[config.mk]
export PLATFORM = sky130hd
export DESIGN_NAME = jpeg_block_sipo
export DESIGN_NICKNAME = d
export VERILOG_FILES = /design/src/rtl/jpeg_block_sipo.sv
export SDC_FILE = /design/constraint.sdc
export NUM_CORES = 1
export LEC_CHECK = 0
export CAP_MARGIN = 20
export CORE_AREA = 2 2 410 412
export CTS_CLUSTER_DIAMETER = 150
export DETAILED_ROUTE_END_ITERATION = 16
export DIE_AREA = 0 0 412 414
export PLACE_DENSITY = 0.57
export SLEW_MARGIN = 0
export SYNTH_ARGS = -nofsm -noshare
export SYNTH_HDL_FRONTEND = slang
export SYNTH_SLANG_ARGS = --single-unit
export TNS_END_PERCENT = 20
[constraint.sdc]
create_clock -name clk -period 6.55 [get_ports clk]
set_clock_uncertainty 0.15 [all_clocks]
set_input_delay 1.31 -clock clk [delete_from_list [all_inputs] [get_ports clk]]
set_output_delay 1.31 -clock clk [all_outputs]
set_load 0.1 [all_outputs]
[src/rtl/jpeg_block_sipo.sv]
// Serial-in/parallel-out 8x8 coefficient block assembler with optional zigzag-to-raster
// reordering; presents the full block on a packed bus until the consumer takes it.
module jpeg_block_sipo #(
  parameter int unsigned DW     = 16,
  parameter bit          ZIGZAG = 1'b1
) (
  input  logic             clk,
  input  logic             reset,
  input  logic [DW-1:0]    din,
  input  logic             din_valid,
  output logic             din_ready,
  output logic [64*DW-1:0] blk_q,
  output logic             blk_valid,
  input  logic             blk_ready,
  output logic [5:0]       cnt
);

  localparam int unsigned NSLOT = 64;
  localparam int unsigned CW    = 6;
  localparam int unsigned BW    = NSLOT * DW;

  typedef logic [NSLOT-1:0][CW-1:0] lut_t;
  typedef enum logic {COLLECT, PRESENT} state_e;

  // Walk the 15 anti-diagonals, alternating direction, to get zigzag index -> raster slot.
  function automatic lut_t build_zz();
    lut_t t;
    int   n;
    int   r;
    int   c;
    t = '0;
    n = 0;
    for (int s = 0; s < 15; s++) begin
      for (int i = 0; i < 8; i++) begin
        if ((s % 2) == 0) r = ((s < 8) ? s : 7) - i;
        else              r = ((s < 8) ? 0 : s - 7) + i;
        c = s - r;
        if (r >= 0 && r < 8 && c >= 0 && c < 8 && n < 64) begin
          t[n[5:0]] = CW'(r * 8 + c);
          n++;
        end
      end
    end
    return t;
  endfunction

  localparam lut_t ZZ_LUT = build_zz();

  state_e          state_q, state_d;
  logic [CW-1:0]   cnt_q, cnt_d;
  logic [BW-1:0]   blk_d;
  logic            din_ready_q, din_ready_d;
  logic            blk_valid_q, blk_valid_d;
  logic            accept;
  logic [CW-1:0]   slot;

  // Next-state, slot write and registered-output computation.
  always_comb begin
    state_d     = state_q;
    cnt_d       = cnt_q;
    blk_d       = blk_q;
    accept      = din_valid & din_ready_q;
    slot        = ZIGZAG ? ZZ_LUT[cnt_q] : cnt_q;
    case (state_q)
      COLLECT: begin
        if (accept) begin
          for (int k = 0; k < 64; k++) begin
            if (slot == CW'(k)) blk_d[k*DW +: DW] = din;
          end
          cnt_d = cnt_q + CW'(1);
          if (cnt_q == CW'(63)) state_d = PRESENT;
        end
      end
      PRESENT: begin
        if (blk_ready) state_d = COLLECT;
      end
      default: state_d = COLLECT;
    endcase
    din_ready_d = (state_d == COLLECT);
    blk_valid_d = (state_d == PRESENT);
  end

  always_ff @(posedge clk or negedge reset) begin
    if (!reset) begin
      state_q     <= COLLECT;
      cnt_q       <= '0;
      blk_q       <= '0;
      din_ready_q <= 1'b0;
      blk_valid_q <= 1'b0;
    end else begin
      state_q     <= state_d;
      cnt_q       <= cnt_d;
      blk_q       <= blk_d;
      din_ready_q <= din_ready_d;
      blk_valid_q <= blk_valid_d;
    end
  end

  assign din_ready = din_ready_q;
  assign blk_valid = blk_valid_q;
  assign cnt       = cnt_q;

endmodule
Word level (Yosys, flattened, before mapping) --
Memories as Yosys holds them, arrays and structs flattened. Cells that the tools add are included.
Storage, ports and cells: memories 1, word-level logic and storage cells 208, register bits after elaboration 1032, memory bits (read-only) 384, bits of input ports 20, output and inout bits 1032
Operators by class: reduce and logical (&&, ||, !) cells 66, order comparisons 1, bitwise gates (word level) 3, add/sub/neg operators 1, equal/unequal tests 64, muxes and demuxes 5
Memory list:
- (no name shown) | words 64, width 6, rd ports 1, clocked after memory_dff 0, wr ports 0, line 63 | slot = ZIGZAG ? ZZ_LUT[cnt_q] : cnt_q;
Operator list (count):
- 6-bit equality test (second input constant) | 33
- 3-bit AND reduction | 64
- 6-bit by 5-bit equality test with 1-bit output (second input constant) | 16
- 6-bit by 4-bit equality test with 1-bit output (second input constant) | 8
- 6-bit by 3-bit equality test with 1-bit output (second input constant) | 4
- 6-bit by 2-bit equality test with 1-bit output (second input constant) | 2
- 6-bit by 7-bit < comparator with 1-bit output (second input constant) | 1
- 6-bit by 1-bit adder with 6-bit output (second input constant) | 1
- 6-bit by 1-bit equality test with 1-bit output (second input constant) | 1
- 6-bit logical NOT | 1
- 6-bit two-way mux | 1
- 1-bit two-way mux | 3
- 1-bit inverter | 2
- 1-bit case mux with 2 select lines | 1
- 2-bit AND reduction | 1
- 1-bit bitwise AND | 1

Depth between registers and ports, before layout --
word-level depth 5, mapped depth 15, mapped depth without buffers 9

Least setup slack after synthesis --
OpenSTA, ideal clock, no wires.
path kind reg2reg, start reg cnt_q[0], in the netlist cnt[0], end reg blk_q[405], path slack 2.290 ns, buffers on the path 5, setup time 0.126 ns, cell stages (with the launch flop) 15, clock period less this slack 4.260 ns, data required time 6.274 ns, data arrival time 3.984 ns, path through dfrtp_1 > buf_2 > inv_1 > ha_1 > buf_4 > xnor2_1 > and2_1 > a21o_1 > mux4_2 > buf_6 > and3_1 > buf_2 > nand2_2 > buf_2 > mux2_2
On the way: longest elaborated chain between the ends 4
RTL lines:
- from (decl) | line 50 | logic [CW-1:0] cnt_q, cnt_d;
- from (signal assigned) | line 92 | cnt_q <= cnt_d;
- memory read 64 x 6 bit
- 6-bit two-way mux (implied by the code) | line 63
- 6-bit by 5-bit equality test with 1-bit output | line 68 | if (slot == CW'(k)) blk_d[k*DW +: DW] = din;
- 3-bit AND reduction (no line)
- to (signal assigned) | line 93 | blk_q <= blk_d;
- to (decl) | line 12 | output logic [64*DW-1:0] blk_q,
No other way between the ends. The select of a mux whose other input is x is not followed. A chain may end at the register's enable or synchronous reset.

Worst setup path after layout --
start reg cnt_q[4], in the netlist cnt[4], end out cnt[4]
RTL lines:
- to (decl) | line 15 | output logic [5:0] cnt
No word-level cell between the ends.

==> impl_results.md <==
- Slew Viols, Final: 0
- DIE AREA: roughly 0.17 mm2
- Initial DRT Pass Iterations: 4
- Root buffer cell: clkbuf_16
- Total track usage: between 10% and 20%
- CTS H-tree depth: 3
- Placement Setup Slack: around 1.9 ns
- Post-CTS Setup Repair Bufs: 0
- Adder-Cell Fraction of Synth Area: less than 1%
- Crit path max fanout: 30
- Final hold violation count: 0
- Post-synthesis sequential area ratio: 63.5%
- Crit path DAT: roughly 3.1 ns
- Clock buffer depth: 3
- Routed WL: ~160000 um
- Syn_nets: around 2.6k
- Resize count post-CTS: 0
- Simple-gate share of the synthesized area: under 10%
- Most frequent cell after synthesis: dfrtp_1
- Crit path launch type: flop
- Worst min-delay path class: reg -> reg
- Share of layout cells above drive strength 1: ~37%
- ANT nets after route: 0
- FMAX: roughly 220 MHz
- EDFF count, synth: 0
- Die X: between 400 and 500 um
- Final setup violation count: 0
- Hpwl dp: between 100000 and 150000 um
- Grt ovf: 0
- Total of max-cap violations: 0
- Antenna violations before repair: 8
- Initial DRC Count: about 1.2k
- WP buf/inv: 1
- Worst path required time: 5.09 ns
- Synth Instances: between 2k and 3k
- RSZ-0062 raised after global routing: no
- Ys async rst share: 100%
- Synthesized flop and latch total: a little over 1k
- Slowest-stage cell, CP: clkdlybuf4s50_1
- Global placer's final weighted congestion: just under 0.8
- Final TNS setup: 0 ns
- Final min period: roughly 4.6 ns
- Top post-synthesis cells by count: dfrtp_1 (1032), mux2_2 (929), clkbuf_1 (99), mux2_4 (60), buf_4 (43)
- Vias: between 20k and 30k
- Mux contribution to synthesized area: between 20 and 30%
- Drt drc: 0
- Avg Inst Size Synth: 16.1 um2
- Area fraction of the dominant cell type after synthesis: 63.5%
- Global-route wire length before repair: 227000 um
- WS Path Type: reg -> out
- Vias per cell: 4.39
- Synth area leader: dfrtp_1
- Multi-input gate area: about 0.014 mm2
- Outcome: complete, no violations
- Port-buffer cells: between 1k and 1.5k
- Clock-pin slew on the worst setup and hold paths: around 0.06 ns
- Final worst setup slack: 1.97 ns
- Die span in y: slightly above 400 um
- Library cells used by synthesis: 67
- Cell Chain, Critical Path: clkdlybuf4s50_1
- Vias in the first global route: ~27k
- Post-route clock period utilization: a little over two thirds
- Initial Util: 24.4%
- Worst-margin pin slew: approximately 1.2 ns
- Core area: ~0.17 mm2
- Top Family by Delay on Critical Path: buffers and inverters
- Reg area: around 0.026 mm2
- Worst path max stage delay: approximately 1.4 ns
- Synth Area in Compound Gates: under 10%
- CP Capture Type: output port
- Nets@finish: around 3.6k
- Largest family of logic cells by synthesized area: multiplexers
- Main area contributors after synthesis: dfrtp_1 (64%), mux2_2 (26%), mux2_4 (2.2%)
- Num CTS Buffers: around 120
- Top_reg_cell synth: dfrtp_1
- Cell Area, Synth: roughly 0.04 mm2
- Synth Area in XOR/XNOR: less than 1%
- Area Growth Syn to Fin: 41.0%
- Fillers: between 15k and 20k
- CTS tree: done
- Wire per inst: 28.1 um
- Clock Sinks: roughly 1.0k
- Post-CTS Hold Buffers: 0
- Yosys Warn Count: 0
- # rows: 150
- Max-slew headroom: 22.1%
- IO Pins: approximately 1.1k
- Largest net degree at the start of global routing: between 150 and 200
- Worst-Skew Late Latency: 0.78 ns
-- sequential cells by signal (all words and copies together) (netlist names) --
signal and flops:
blk_q 1024, cnt 6, din_ready 1, blk_valid 1
-- worst paths after layout --
| check | endpoint | start | slack [ns] | cells after the start |
|---|---|---|---|---|
| max | cnt[4] | cnt[4] | 1.97 | 1 |
| min | blk_q[678] | blk_q[678] | 0.34 | 1 |
| max reg2reg | blk_q[1021] | cnt[0] | 2.08 | 10 |
| min reg2reg | blk_q[678] | blk_q[678] | 0.34 | 1 |
| max in group asynchronous | blk_q[627] | reset | 4.34 | 2 |
| min in group asynchronous | blk_q[534] | reset | 0.44 | 1 |
-- stage by stage --
stage / area (um2) / hold slack (ns) / utilization, % / cells
after floorplan: 40600 / 0.864 / - / 2528
after global placement: 53200 / 0.318 / 32.0 / 5627
after detailed placement: 53400 / 0.324 / 32.1 / 5635
after CTS: 57200 / 0.343 / 34.4 / 5845
after global routing: 57300 / 0.350 / 34.5 / 5849
final: 57300 / 0.338 / 34.5 / 5855
-- final cells by class --
class | instances | area share, %
Clock inverter | 27 | 0.537
Clock buffer | 183 | 6.13
Sequential cell | 1032 | 45.0
Inverter | 8 | 0.0524
Tap cell | 2204 | 4.81
Timing Repair Buffer | 1118 | 19.5
Antenna cell | 6 | 0.0262
Multi-Input combinational cell | 1277 | 23.9
-- cell families (layout without fill, tap and decap cells) --
| kind of cell | Yosys count | after routing |
|---|---|---|
| fa+ha+maj | 18 | 18 |
| other cells | 0 | 6 |
| buf+inv | 219 | 1336 |
| simple gates | 162 | 162 |
| flops | 1032 | 1032 |
| mux | 1033 | 1033 |
| xor+xnor | 6 | 6 |
| compound gates | 58 | 58 |
-- metal layers --
layer	up-vias	part of all wire, %	GRT usage [%]
met3	240	6.3	4.70
met5	-	0	0
li1	10900	-	-
met2	806	51	33.4
met1	13800	39	22.0
met4	0	3.6	7.09
-- layout by cell type, fill, tap and decap left out, types with 8 or more instances in the layout --
master and count:
dfrtp_1 1032, clkdlybuf4s50_1 1012, mux2_2 929, clkbuf_16 117
buf_4 86, mux2_4 60, mux2_1 37, clkbuf_8 34
clkbuf_1 32, nand2_1 26, nor2_2 20, ha_1 18
nor2_4 17, nand2b_1 14, o21ai_0 13, clkinv_2 13
a21oi_1 12, nand3_1 11, nand2_2 10, buf_12 9
and2_1 8, nor2b_1 8
-- worst register-to-register path: stages, from the launching register on --
cell	delay [ns]
dfrtp_1	0.73
inv_1	0.31
ha_1	0.53
nor2b_1	0.23
nor2_1	0.09
a211oi_1	0.28
a31o_2	0.33
nand3_1	0.24
nor2_2	0.87
buf_4	0.30
mux2_2	0.33
Power is left out: the tool's default activity adds up to more than one toggle a clock period on the data nets, which glitch-free logic cannot reach.
